File: config.mk
export PLATFORM = sky130hd
export DESIGN_NAME = alu_array_pipe
export DESIGN_NICKNAME = d
export VERILOG_FILES = /design/src/rtl/alu_array_pipe.sv
export SDC_FILE = /design/constraint.sdc
export NUM_CORES = 1
export LEC_CHECK = 0
export ABC_AREA = 1
export CORE_UTILIZATION = 54
export DETAILED_ROUTE_END_ITERATION = 12
export GPL_TIMING_DRIVEN = 0
export PLACE_DENSITY = 0.8
export SKIP_LAST_GASP = 1
export SLEW_MARGIN = 10
export SYNTH_ARGS = -nofsm -noshare
export SYNTH_HDL_FRONTEND = slang
export SYNTH_SLANG_ARGS = --single-unit
export TNS_END_PERCENT = 1
File: constraint.sdc
create_clock -name clock -period 2.45 [get_ports clock]
set_input_delay 0.245 -clock clock [delete_from_list [all_inputs] [get_ports clock]]
set_output_delay 0.245 -clock clock [all_outputs]
set_load 0.005 [all_outputs]
File: src/rtl/alu_array_pipe.sv
// Multi-lane ALU with per-lane accumulators, a shared saturating carry-event counter and a
// two-stage valid/ready pipeline (S1 compute register, S2 output register).
module alu_array_pipe #(
   parameter int unsigned WIDTH    = 4,
   parameter int unsigned CHANNELS = 2,
   parameter int unsigned CNTW     = 8
) (
   input  logic                         clock,
   input  logic                         resetb,
   input  logic                         in_valid,
   output logic                         in_ready,
   input  logic [CHANNELS*WIDTH-1:0]    a,
   input  logic [CHANNELS*WIDTH-1:0]    b,
   input  logic [CHANNELS*3-1:0]        op,
   input  logic                         acc_clear,
   output logic                         out_valid,
   input  logic                         out_ready,
   output logic [CHANNELS*(WIDTH+1)-1:0] result,
   output logic [CHANNELS-1:0]          zero,
   output logic [CNTW-1:0]              carry_cnt
);

   localparam int unsigned RW = WIDTH + 1;

   typedef enum logic [2:0] {
      OpAdd  = 3'b000,
      OpSub  = 3'b001,
      OpAnd  = 3'b010,
      OpOr   = 3'b011,
      OpXor  = 3'b100,
      OpNand = 3'b101,
      OpAcc  = 3'b110,
      OpInv  = 3'b111
   } op_e;

   logic                      r_s1_valid;
   logic [CHANNELS*RW-1:0]    r_s1_res;
   logic                      r_s2_valid;
   logic [CHANNELS*RW-1:0]    r_s2_res;
   logic [CHANNELS-1:0]       r_zero;
   logic [CHANNELS*WIDTH-1:0] r_acc;
   logic [CNTW-1:0]           r_cnt;

   logic                      w_s2_adv;
   logic                      w_s1_adv;
   logic                      w_accept;
   logic [CHANNELS*RW-1:0]    w_res;
   logic [CHANNELS*WIDTH-1:0] w_acc_d;
   logic [CHANNELS-1:0]       w_msb;
   logic [CHANNELS-1:0]       w_s1_zero;
   logic                      w_cnt_inc;
   logic [WIDTH-1:0]          w_la;
   logic [WIDTH-1:0]          w_lb;
   logic [WIDTH-1:0]          w_base;
   logic [RW-1:0]             w_lr;
   op_e                       w_lop;

   assign w_s2_adv = !r_s2_valid || out_ready;
   assign w_s1_adv = w_s2_adv || !r_s1_valid;
   assign in_ready = !r_s1_valid || w_s2_adv;
   assign w_accept = in_valid && in_ready;

   // Lane datapath; a clear coinciding with ACC zeroes the base before the add.
   always_comb begin
      w_res   = '0;
      w_acc_d = r_acc;
      w_msb   = '0;
      w_la    = '0;
      w_lb    = '0;
      w_base  = '0;
      w_lr    = '0;
      w_lop   = OpAdd;
      for (int i = 0; i < int'(CHANNELS); i++) begin
         w_la   = a[i*WIDTH +: WIDTH];
         w_lb   = b[i*WIDTH +: WIDTH];
         w_lop  = op_e'(op[i*3 +: 3]);
         w_base = acc_clear ? '0 : r_acc[i*WIDTH +: WIDTH];
         unique case (w_lop)
            OpAdd:   w_lr = {1'b0, w_la} + {1'b0, w_lb};
            OpSub:   w_lr = {1'b0, w_la} - {1'b0, w_lb};
            OpAnd:   w_lr = {1'b0, w_la & w_lb};
            OpOr:    w_lr = {1'b0, w_la | w_lb};
            OpXor:   w_lr = {1'b0, w_la ^ w_lb};
            OpNand:  w_lr = {1'b0, ~(w_la & w_lb)};
            OpAcc:   w_lr = {1'b0, w_base} + {1'b0, w_la};
            OpInv:   w_lr = {1'b0, ~w_la};
            default: w_lr = '0;
         endcase
         w_res[i*RW +: RW] = w_lr;
         w_msb[i]          = w_lr[WIDTH];
         if (w_accept && (w_lop == OpAcc)) begin
            w_acc_d[i*WIDTH +: WIDTH] = w_lr[WIDTH-1:0];
         end else if (acc_clear) begin
            w_acc_d[i*WIDTH +: WIDTH] = '0;
         end
      end
   end

   always_comb begin
      w_s1_zero = '0;
      for (int i = 0; i < int'(CHANNELS); i++) begin
         w_s1_zero[i] = (r_s1_res[i*RW +: WIDTH] == '0);
      end
   end

   assign w_cnt_inc = (|w_msb) && (r_cnt != {CNTW{1'b1}});

   always_ff @(posedge clock or negedge resetb) begin
      if (!resetb) begin
         r_s1_valid <= 1'b0;
         r_s1_res   <= '0;
         r_s2_valid <= 1'b0;
         r_s2_res   <= '0;
         r_zero     <= '0;
         r_acc      <= '0;
         r_cnt      <= '0;
      end else begin
         r_acc <= w_acc_d;
         if (w_s1_adv) begin
            r_s1_valid <= w_accept;
         end
         if (w_accept) begin
            r_s1_res <= w_res;
            if (w_cnt_inc) begin
               r_cnt <= r_cnt + CNTW'(1);
            end
         end
         // S2 only reloads when it advances, so a stalled result stays frozen.
         if (w_s2_adv) begin
            r_s2_valid <= r_s1_valid;
            if (r_s1_valid) begin
               r_s2_res <= r_s1_res;
               r_zero   <= w_s1_zero;
            end
         end
      end
   end

   assign out_valid = r_s2_valid;
   assign result    = r_s2_res;
   assign zero      = r_zero;
   assign carry_cnt = r_cnt;

endmodule

# Yosys cells after proc, flatten, opt, wreduce, memory -nomap -nowiden

Index checks and enable logic that the tools add are counted.

Register bits: 40
Input bits: 27
Output and inout bits: 22
Logic and storage cells: 60

Add/sub/neg operators: 7
Eq/ne operators: 15
Muxes and demuxes: 6
Bitwise operators: 10
Reduce and logical (&&, ||, !) cells: 15

Operator list:

| cell                                                            | number |
|---|---|
| 5-bit case mux with 8 select lines                              | 2 |
| 3-bit == test, second input constant                            | 8 |
| 4-bit by 4-bit adder with 5-bit output                          | 4 |
| 4-bit two-way mux                                               | 4 |
| 4-bit NOT                                                       | 4 |
| 3-bit by 2-bit == test with 1-bit output, second input constant | 4 |
| 4-bit by 4-bit subtractor with 5-bit output                     | 2 |
| 8-bit by 1-bit adder with 8-bit output, second input constant   | 1 |
| 4-bit bitwise AND                                               | 2 |
| 4-bit zero test                                                 | 2 |
| 8-bit inequality test, second input constant                    | 1 |
| 4-bit OR                                                        | 2 |
| 4-bit bitwise XOR                                               | 2 |
| 3-bit by 1-bit == test with 1-bit output, second input constant | 2 |
| 3-bit zero test                                                 | 2 |
| 1-bit logical AND                                               | 4 |
| 2-bit AND reduction                                             | 2 |
| 1-bit zero test                                                 | 2 |
| 1-bit logical OR                                                | 2 |
| 2-bit OR reduction                                              | 1 |

# Longest topological paths before layout

Gate-level depths: netlist of run 1.

Word-level depth: 6
Depth in mapped cells: 19
Mapped depth without buffers: 19

# Worst setup path after synthesis of run 1

No wires, ideal clock.

Kind: in2reg
From: input port op[0]
To: register r_cnt[6], in the netlist carry_cnt[6]
Library setup time: 0.117 ns
Arrival time: 2.073 ns
Required time: 2.333 ns
Slack: 0.260 ns
Stages on the path: 19
Buffers on the path: 1
Cells stage by stage: buf_4 nor2_1 nand2_1 inv_1 nand2_1 o21ai_0 ha_1 inv_1 fa_1 inv_1 nand2_1 nand2_1 nand2_1 nand2_1 nand3_2 nand2_4 nand2_4 nand2_1 nand2_1

Longest elaborated chain between the ends: 5
Elaborated cells between the ends (all ways): 12
Classes of those cells: eq/ne: 7; mux: 1; reduce/logical: 4

Ends and longest elaborated chain:

| item                                        | line | RTL |
|---|---|---|
| start, declared                             | 14   | `input logic [CHANNELS*3-1:0] op,` |
| 3-bit == test, or another cell as far along | 78   | `unique case (w_lop)` |
| 5-bit case mux with 8 select lines *        | 78   |  |
| 2-bit OR reduction *                        | 106  | `assign w_cnt_inc = (\|w_msb) && (r_cnt != {CNTW{1'b1}});` |
| 1-bit logical AND *                         | 106  |  |
| 2-bit AND reduction (no source line) *      | --   |  |
| end signal, assigned                        | 125  | `r_cnt <= r_cnt + CNTW'(1);` |
| end, declared                               | 42   | `logic [CNTW-1:0] r_cnt;` |

Mark *: on every way between the ends. The rest lies on a longest branch, timed or not.
A chain may end at the register's enable or synchronous reset.

# Final worst setup path of run 1

From: input port b[6]
To: register r_cnt[4], in the netlist carry_cnt[4]

Longest elaborated chain between the ends: 5
Elaborated cells between the ends (all ways): 6
Classes of those cells: add/sub: 2; mux: 1; reduce/logical: 3

Ends and longest elaborated chain:

| item                                                                                                  | line   | RTL |
|---|---|---|
| start, declared                                                                                       | 13     | `input logic [CHANNELS*WIDTH-1:0] b,` |
| 4-bit by 4-bit subtractor with 5-bit output or 4-bit by 4-bit adder with 5-bit output (tied branches) | 80, 79 |  |
| 5-bit case mux with 8 select lines *                                                                  | 78     |  |
| 2-bit OR reduction *                                                                                  | 106    |  |
| 1-bit logical AND *                                                                                   | 106    |  |
| 2-bit AND reduction (no source line) *                                                                | --     |  |

Marked as above.

==> results of run 1 <==
[flip-flops by register name (all words and copies together) (netlist names)]
register	cells
out_valid	1
r_s1_valid	1
result	10
r_s1_res	10
zero	2
carry_cnt	8
r_acc	8
[logic make-up (layout without fill, tap and decap cells)]
| group | Yosys count | after routing | synth area share, % |
|---|---|---|---|
| adder cells (fa/ha/maj) | 29 | 29 | 12.4 |
| buffers and inverters | 57 | 120 | 7.21 |
| AND/OR/NAND/NOR | 246 | 247 | 34.9 |
| flip-flops | 40 | 40 | 32.8 |
| XOR/XNOR | 12 | 12 | 3.44 |
| AO/OA/AOI/OAI | 46 | 46 | 9.26 |
[power by group]
group	switching, mW	total (mW)	internal [mW]
registers	0.103	0.900	0.797
logic	0.408	0.815	0.407
clock network	0.235	0.536	0.301
[layout by cell type (no fill, tap or decap), drive strengths merged]
cell,count
xnor2,1
a21oi,17
xor2,11
nor2,51
nand2,143
fa,2
inv,52
ha,27
o41ai,2
clkbuf,7
bufinv,1
clkinv,2
dlymetal6s2s,3
o21ai,14
dlygate4sd3,1
clkinvlp,1
dfrtp,40
o211ai,6
or2,5
a31oi,1
nand3b,3
o21a,3
nand3,45
a22oi,2
dlygate4sd2,6
clkdlybuf4s50,36
buf,11
o22ai,1
[per-stage QoR]
stage	worst slack [ns]	area [um^2]	setup TNS, ns	hold WS (ns)
finish	0.117	3830	0	0.385
global route	-0.0626	3830	-0.122	0.427
CTS	0.00752	3780	0	0.391
detailed placement	-0.602	3630	-6.79	0.174
global placement	-0.511	3610	-5.46	0.450
floorplan	0.260	3050	0	-0.0506
[metal layers]
metal | wire length (um) | part of all wire [%]
met1 | 3140 | 45
met2 | 3500 | 50
met3 | 278 | 4.0
met4 | 102 | 1.5
met5 | 0 | 0
[worst reg2reg max path, cell delays in order, from the launching register on]
cell,delay [ns]
dfrtp_1,0.33
inv_1,0.04
nor2_1,0.11
nand2_1,0.07
o21ai_0,0.08
ha_2,0.22
inv_1,0.06
fa_2,0.34
inv_1,0.08
nand2_1,0.06
nand2_1,0.06
nand2_1,0.05
nand2_1,0.10
nand3_4,0.12
nand2_4,0.13
nand2_4,0.08
nand2_1,0.09
nand2_1,0.05
[what timing repair did]
action	in CTS	in global routing
endpoints found under the hold margin	14	0
gates resized for setup	15	12
endpoints found under the setup margin	9	12
cloned	1	0
pin swaps	2	5
buffers inserted	1	5
hold buffers	1	0
[how the worst max path moves through the flow]
| stage | from | end | slack [ns] | cells past startpoint |
|---|---|---|---|---|
| global placement | op[1] | carry_cnt[6] | -0.51 | 20 |
| CTS | b[5] | carry_cnt[6] | 0.008 | 16 |
| floorplan | op[0] | carry_cnt[6] | 0.26 | 19 |
| detailed placement | op[1] | carry_cnt[6] | -0.60 | 20 |
| global route | b[6] | carry_cnt[1] | -0.06 | 14 |
| finish | b[6] | carry_cnt[4] | 0.12 | 14 |
[layout make-up]
| cell class | count | area share, % |
|---|---|---|
| repair buffers | 55 | 14.0 |
| clock inverters | 3 | 1.11 |
| inverters | 53 | 5.19 |
| clock buffers | 5 | 1.79 |
| plain buffers | 4 | 0.555 |
| multi-input cells | 334 | 48.9 |
| flip-flops and latches | 40 | 26.1 |
| well taps | 72 | 2.35 |
==> flow_metrics.py, run 1 <==
metrics = {
    "worst_setup_path": {
        "path_class": "primary input to register",
        "slowest_stage": "clkdlybuf4s50_1",
        "r2r-start": "r_acc[0]",
        "slowest_delay_ns": 0.45,
        "cp.required_ns": 2.64,
        "path_buf_inv": 3,
        "path_delay_family": "simple AND/OR/NAND/NOR gates",
        "critPathMaxFanout": 5,
        "timing.rr.end": "carry_cnt[6]",
        "path_cells": "clkdlybuf4s50_1 -> inv_1 -> nand3_1 -> xor2_1 -> a21oi_1 -> ha_1 -> or2_2 -> nand2_1 -> nand2_2 -> nand3_4 -> nand2_4 -> buf_4 -> nand3_1 -> nand2_1",
        "reg2reg_depth": 17,
        "cp-start-kind": "primary input",
        "end_kind": "register",
        "r2r_slack_ns": 0.30,
        "arrival_ns": 2.52,
    },
    "logic_synthesis": {
        "yosys.area.top_type": "dfrtp_1",
        "synth_top_area_share_pct": 32.8,
        "synth_seq_cells": 40,
        "yosysWarnings": 0,
        "ys_types": 31,
        "synth_top_flop_cell": "dfrtp_1",
        "yosys-top-cells-area": "dfrtp_1 (33%), nand2_1 (17%), ha_1 (11%)",
        "ys_seq_area_share_pct": 32.8,
        "syn_inst": 430,
        "synth_most_common_cell": "nand2_1",
        "synth_edf_count": 0,
        "netlist_top_cells_count": "nand2_1 (137), inv_1 (46), nor2_1 (46)",
        "syn_nets": 486,
        "synthesis.area_um2": 3050,
        "async_reset_ff_share_pct": 100,
        "synth_area_per_cell_um2": 7.10,
    },
    "clocking": {
        "cts_tree": "built",
        "root_buffer": "clkbuf_8",
        "htreeDepth": 2,
        "clkTransAtPathRegs_ns": 0.08,
        "cts_buffers": 5,
        "ctsLongestPathBuffers": 2,
        "clkSinkCount": 40,
        "clock_latency_ns": 0.29,
    },
    "global_routing": {
        "grt_max_degree": 27,
        "overflow": 0,
        "grt.met1_usage_pct": 31.1,
        "grt_util_met3_pct": 3.45,
        "busiest_layer": "met2",
        "grt_pass1_vias": 2793,
        "antenna_found_initial": 0,
        "grt_pass1_wl_um": 12100,
        "grt_usage_pct": 24.7,
        "grt_use_met2_pct": 43.9,
    },
    "hold_path": {
        "hold_class": "primary input to async pin",
    },
    "die": {
        "rows": 27,
        "core_um2": 5470,
        "die_y_um": 77.2,
        "start_util_pct": 55.8,
        "io_pins": 49,
        "dieArea_um2": 5960,
        "die_width_um": 77.2,
    },
    "drt": {
        "drtAntennaViolNets": 0,
        "totalWireLength_um": 7020,
        "drc_errors": 0,
        "first_pass_iters": 4,
        "wl_per_cell_um": 12.4,
        "avgViaCountPerCell": 5.24,
        "via_count": 2967,
        "first_iter_violations": 150,
    },
    "placement": {
        "gp_congestion": 0.903,
        "dp.cells": 550,
        "hpwl_um": 5470,
        "io_buffer_count": 47,
    },
    "cells_and_area": {
        "num_antenna_cells": 0,
        "final_cells": 566,
        "drive_above_1_share_pct": 11.3,
        "final_nets": 549,
        "utilization_pct": 70.1,
        "fillers": 474,
        "area_growth_pct": 25.6,
        "multi_input_area_um2": 1880,
        "seqCellArea_um2": 1000,
    },
    "power_and_ir_drop": {
        "cellPowerDensity_nw_per_um2": 587,
        "power.total_mw": 2.25,
        "p_leak_nw": 2.00,
        "peakVddDrop_v": 0.000493,
    },
    "timing": {
        "fin_crit_sh_pct": 95.2,
        "hold_violations": 0,
        "fmax_mhz": 429,
        "skew_ns": 0.00771,
        "slew_headroom_pct": 71.6,
        "drv_slew": 0,
        "rsz0062_at_grt": "true",
        "setup_viol": 0,
        "fin_crit_ns": 2.33,
        "tightest_slew_ns": 0.426,
    },
    "outcome": {
        "status": "complete, no violations",
    },
    "flow_run": {
        "cap_violations": 0,
    },
}
Power figures use the tool's default switching activity.
==> run 2, diff against run 1 <==
CORE_MARGIN = 3   (was not set)
==> flow_metrics.py, run 2 (synthesized netlist as in run 1, its figures left out) <==
metrics = {
    "outcome": {
        "status": "complete, no violations",
    },
    "worst_setup_path": {
        "path_class": "primary input to register",
        "cp-start-kind": "primary input",
        "end_kind": "register",
        "critPathMaxFanout": 8,
        "crit_top_cell": "nand2_1",
        "slowest_stage": "clkdlybuf4s50_1",
        "slowest_delay_ns": 0.50,
        "path_cells": "clkdlybuf4s50_1 -> inv_2 -> ha_2 -> nand2_1 -> o211ai_1 -> o21ai_2 -> fa_2 -> inv_1 -> nand2_1 -> nand2_1 -> nand2_1 -> nand2_2 -> nand3_4 -> nand2_4 -> nand2_4 -> nand2_1 -> nand2_1",
        "arrival_ns": 2.52,
        "cp.required_ns": 2.64,
    },
    "drt": {
        "totalWireLength_um": 7140,
        "drc_errors": 0,
        "drtAntennaViolNets": 0,
        "first_iter_violations": 147,
        "avgViaCountPerCell": 5.25,
        "wl_per_cell_um": 12.7,
        "via_count": 2951,
        "first_pass_iters": 5,
    },
    "timing": {
        "fmax_mhz": 428,
        "rsz0062_at_grt": "true",
        "hold_violations": 0,
        "tns_ns": 0,
        "setup_viol": 0,
        "fin_crit_ns": 2.34,
        "drv_slew": 0,
        "slew_headroom_pct": 72.0,
        "skew_ns": 0.00641,
        "hold_slack_ns": 0.359,
        "tightest_slew_ns": 0.421,
        "fin_crit_sh_pct": 95.4,
    },
    "die": {
        "die_width_um": 81.2,
        "die_y_um": 81.2,
        "dieArea_um2": 6590,
        "core_um2": 5270,
        "start_util_pct": 57.9,
        "io_pins": 49,
        "rows": 26,
    },
    "global_routing": {
        "grt_max_degree": 30,
        "grt_usage_pct": 22.9,
        "grt_pass1_vias": 2735,
        "antenna_found_initial": 0,
        "overflow": 0,
        "grt_pass1_wl_um": 12000,
    },
    "placement": {
        "gp_congestion": 0.910,
        "io_buffer_count": 47,
        "post_dp_cell_area_um2": 3630,
        "hpwl_um": 5450,
    },
    "cells_and_area": {
        "drive_above_1_share_pct": 11.4,
        "final_area_um2": 3820,
        "final_common_cell": "nand2_1",
        "layout.cells.most_common_list": "nand2_1 (134), inv_1 (44), nor2_1 (43), nand3_1 (42), dfrtp_1 (40)",
        "final_nets": 547,
        "area_growth_pct": 25.2,
        "utilization_pct": 72.5,
        "num_antenna_cells": 0,
    },
    "power_and_ir_drop": {
        "power.total_mw": 2.16,
        "peakVddDrop_v": 0.000510,
        "cellPowerDensity_nw_per_um2": 567,
        "p_leak_nw": 1.98,
    },
    "flow_run": {
        "cap_violations": 0,
    },
    "clocking": {
        "cts_tree": "built",
        "clkTransAtPathRegs_ns": 0.08,
        "root_buffer": "clkbuf_8",
        "clock_latency_ns": 0.29,
        "ctsLongestPathBuffers": 2,
        "cts_buffers": 5,
        "clkSinkCount": 40,
        "htreeDepth": 2,
    },
    "hold_path": {
        "hold_class": "primary input to async pin",
    },
}
## run 2: cell types whose count changed in the layout (fill, tap and decap cells not counted), sizes merged
cell and change:
clkdlybuf4s50 +1, dlymetal6s2s +1, clkbuf +1, buf -2, bufinv -1, dlygate4sd2 -1, clkinv -1
## run 2: worst paths after layout
kind                        startpoint      endpoint  slack [ns]  cells after the start
min reg2reg                r_s1_res[6]       zero[1]        0.47                      1
min in group clock         r_s1_res[6]       zero[1]        0.47                      1
max reg2reg                   r_acc[4]  carry_cnt[6]        0.28                     17
max in group asynchronous       resetb  carry_cnt[1]        1.65                      3
min                             resetb      r_acc[0]        0.36                      2
max                               b[4]  carry_cnt[6]        0.11                     17
## run 2: routing by layer
metal	share of wire (%)	up-vias	GRT usage, %
met5	0	-	0
li1	-	1501	-
met2	50	83	38.7
met3	4.9	7	3.55
met1	45	1360	30.8
met4	0.98	0	5.41
## run 2: where the power goes
part | switching, mW | internal, mW | leakage, nW
clock | 0.222 | 0.229 | 0.0445
sequential | 0.103 | 0.797 | 0.517
combinational | 0.409 | 0.404 | 1.42
## run 2: through the flow
stage               worst slack [ns]  std cells
CTS                          0.00576        559
global placement              -0.533        547
floorplan                      0.260        430
finish                         0.113        562
detailed placement            -0.608        548
global route                 -0.0536        562
## run 2: area by class of cell
cell class / count / area, um^2
clock inverters: 1 / 7.51
inverters: 53 / 199
clock buffers: 7 / 86.3
repair buffers: 53 / 529
plain buffers: 4 / 21.3
well taps: 70 / 87.6
flip-flops and latches: 40 / 1000
fillers: 447 / 1450
multi-input cells: 334 / 1890
## run 2: critical path: cells and delay by family
kind	cells	cell delay, ns
AOI/OAI and AO/OA	2	0.20
and+or+nand+nor	10	0.74
adders and majority gates	2	0.69
buffers and inverters	3	0.65
## run 2: what timing repair did
item | CTS | global route
gates cloned | 1 | 0
endpoints found under the setup margin | 9 | 13
buffers inserted | 1 | 3
resized for setup | 12 | 16
pin swaps | 3 | 5
hold buffers | 1 | 0
endpoints found under the hold margin | 11 | 0
==> run 3, diff against run 2 <==
CORE_UTILIZATION = 30   (was 54)
PLACE_DENSITY = not set   (was 0.8)
SLEW_MARGIN = 20   (was 10)
clock period = 2.8 ns   (was 2.45 ns; I/O delays follow)
==> flow_metrics.py, run 3 (synthesized netlist as in run 1, its figures left out) <==
metrics = {
    "worst_setup_path": {
        "r2r_slack_ns": 0.58,
        "arrival_ns": 2.76,
        "cp.required_ns": 2.98,
        "cp-startpoint": "op[5]",
        "timing.rr.end": "carry_cnt[2]",
        "r2r-start": "r_acc[4]",
        "path_class": "primary input to register",
        "reg2reg_depth": 17,
        "cp-start-kind": "primary input",
        "end_kind": "register",
        "critPathMaxFanout": 8,
    },
    "cells_and_area": {
        "layout.cells.most_common_list": "nand2_1 (136), inv_1 (46), nor2_1 (45), clkdlybuf4s50_1 (44), nand3_1 (42)",
        "area_growth_pct": 26.2,
        "num_antenna_cells": 0,
        "final_common_cell": "nand2_1",
        "final_nets": 544,
        "final_cells": 622,
        "fillers": 1046,
        "drive_above_1_share_pct": 8.59,
    },
    "global_routing": {
        "grt_max_degree": 26,
        "grt_usage_pct": 13.4,
        "overflow": 0,
        "grt_pass1_wl_um": 12700,
        "antenna_found_initial": 0,
        "grt_pass1_vias": 2818,
    },
    "timing": {
        "drv_slew": 0,
        "fmax_mhz": 388,
        "skew_ns": 0.00208,
        "rsz0062_at_grt": "false",
        "hold_slack_ns": 0.447,
        "fin_crit_sh_pct": 92.0,
        "fin_crit_ns": 2.58,
        "slew_headroom_pct": 73.7,
        "setup_viol": 0,
        "tightest_slew_ns": 0.395,
        "hold_violations": 0,
        "tns_ns": 0,
    },
    "clocking": {
        "root_buffer": "clkbuf_8",
        "cts_tree": "built",
        "clkSinkCount": 40,
        "clock_latency_ns": 0.28,
        "cts_buffers": 5,
        "clkTransAtPathRegs_ns": 0.08,
        "htreeDepth": 2,
        "ctsLongestPathBuffers": 2,
    },
    "drt": {
        "first_pass_iters": 4,
        "via_count": 2887,
        "drtAntennaViolNets": 0,
        "wl_per_cell_um": 11.6,
        "drc_errors": 0,
        "avgViaCountPerCell": 4.64,
        "totalWireLength_um": 7200,
        "first_iter_violations": 140,
    },
    "outcome": {
        "status": "complete, no violations",
    },
    "die": {
        "die_y_um": 107,
        "core_um2": 9820,
        "start_util_pct": 31.1,
        "dieArea_um2": 11400,
        "rows": 36,
        "io_pins": 49,
        "die_width_um": 107,
    },
    "flow_run": {
        "cap_violations": 0,
    },
    "power_and_ir_drop": {
        "p_leak_nw": 1.96,
        "cellPowerDensity_nw_per_um2": 488,
        "peakVddDrop_v": 0.000176,
    },
    "placement": {
        "io_buffer_count": 47,
        "dp.cells": 611,
        "hpwl_um": 5850,
        "gp_congestion": 0.842,
    },
    "hold_path": {
        "hold_class": "primary input to async pin",
    },
}
-- run 3: changes by cell type in the layout (fill, tap and decap cells not counted), sizes merged --
cell,delta
buf,-2
clkbuf,-1
clkdlybuf4s50,+7
clkinv,+2
clkinvlp,-1
dlygate4sd2,-5
dlymetal6s2s,-2
nand2,-1
-- run 3: metrics by stage --
step                utilization (%)  area [um^2]  total power, mW  worst slack, ns
floorplan                         -         3050             1.16            0.575
global placement               37.6         3690             1.47           -0.266
detailed placement             37.7         3700             1.49           -0.306
CTS                            38.8         3810             1.89          0.00748
global route                   39.2         3850             2.05          0.00650
finish                         39.2         3850             1.88            0.224
-- run 3: how the worst max path moves through the flow --
stage	to	depth (start not counted)	slack (ns)
after floorplan	carry_cnt[6]	19	0.58
after global placement	carry_cnt[1]	20	-0.27
after detailed placement	carry_cnt[1]	20	-0.31
after CTS	carry_cnt[1]	20	0.007
after global routing	carry_cnt[1]	17	0.006
final	carry_cnt[2]	17	0.22
-- run 3: cell type report --
class / instances / area [um^2] / area share, %
multi-input combinational: 333 / 1840 / 47.9
sequential: 40 / 1000 / 26.0
timing repair buffer: 51 / 528 / 13.7
inverter: 53 / 199 / 5.16
tap: 133 / 166 / 4.32
clock buffer: 6 / 82.6 / 2.14
buffer: 4 / 21.3 / 0.552
clock inverter: 2 / 10.0 / 0.260
-- run 3: worst max-delay path, cell delays in order --
cell and delay, ns:
clkdlybuf4s50_1 0.61, inv_1 0.12, nand3_1 0.14, nand2_1 0.12, o211ai_1 0.10, o21ai_0 0.17, fa_1 0.46, inv_1 0.09
nand2_1 0.05, nand2_1 0.06, nand2_1 0.05, nand2_2 0.08, nand3_4 0.09, nand2_4 0.12, nand2_4 0.09, nand2_1 0.08
nand2_1 0.05
-- run 3: where the power goes --
part           total, mW  switching [mW]  internal, mW
logic              0.704           0.348         0.356
clock network      0.393           0.196         0.197
registers          0.785          0.0875         0.697
total               1.88           0.632          1.25
-- run 3: routing by layer --
layer  global-route usage (%)  up-vias  wire length, um
met5                        0        -                0
met4                     3.11        0               70
met3                     2.41        4              310
met2                     22.6       66             3380
met1                     17.8     1325             3440
li1                         -     1492                -
-- run 3: repair_timing --
action,in CTS,in global routing
setup buffers,0,2
hold buffers,1,0
endpoints found under the setup margin,0,9
hold endpoints to repair,15,0
resized for setup,0,6
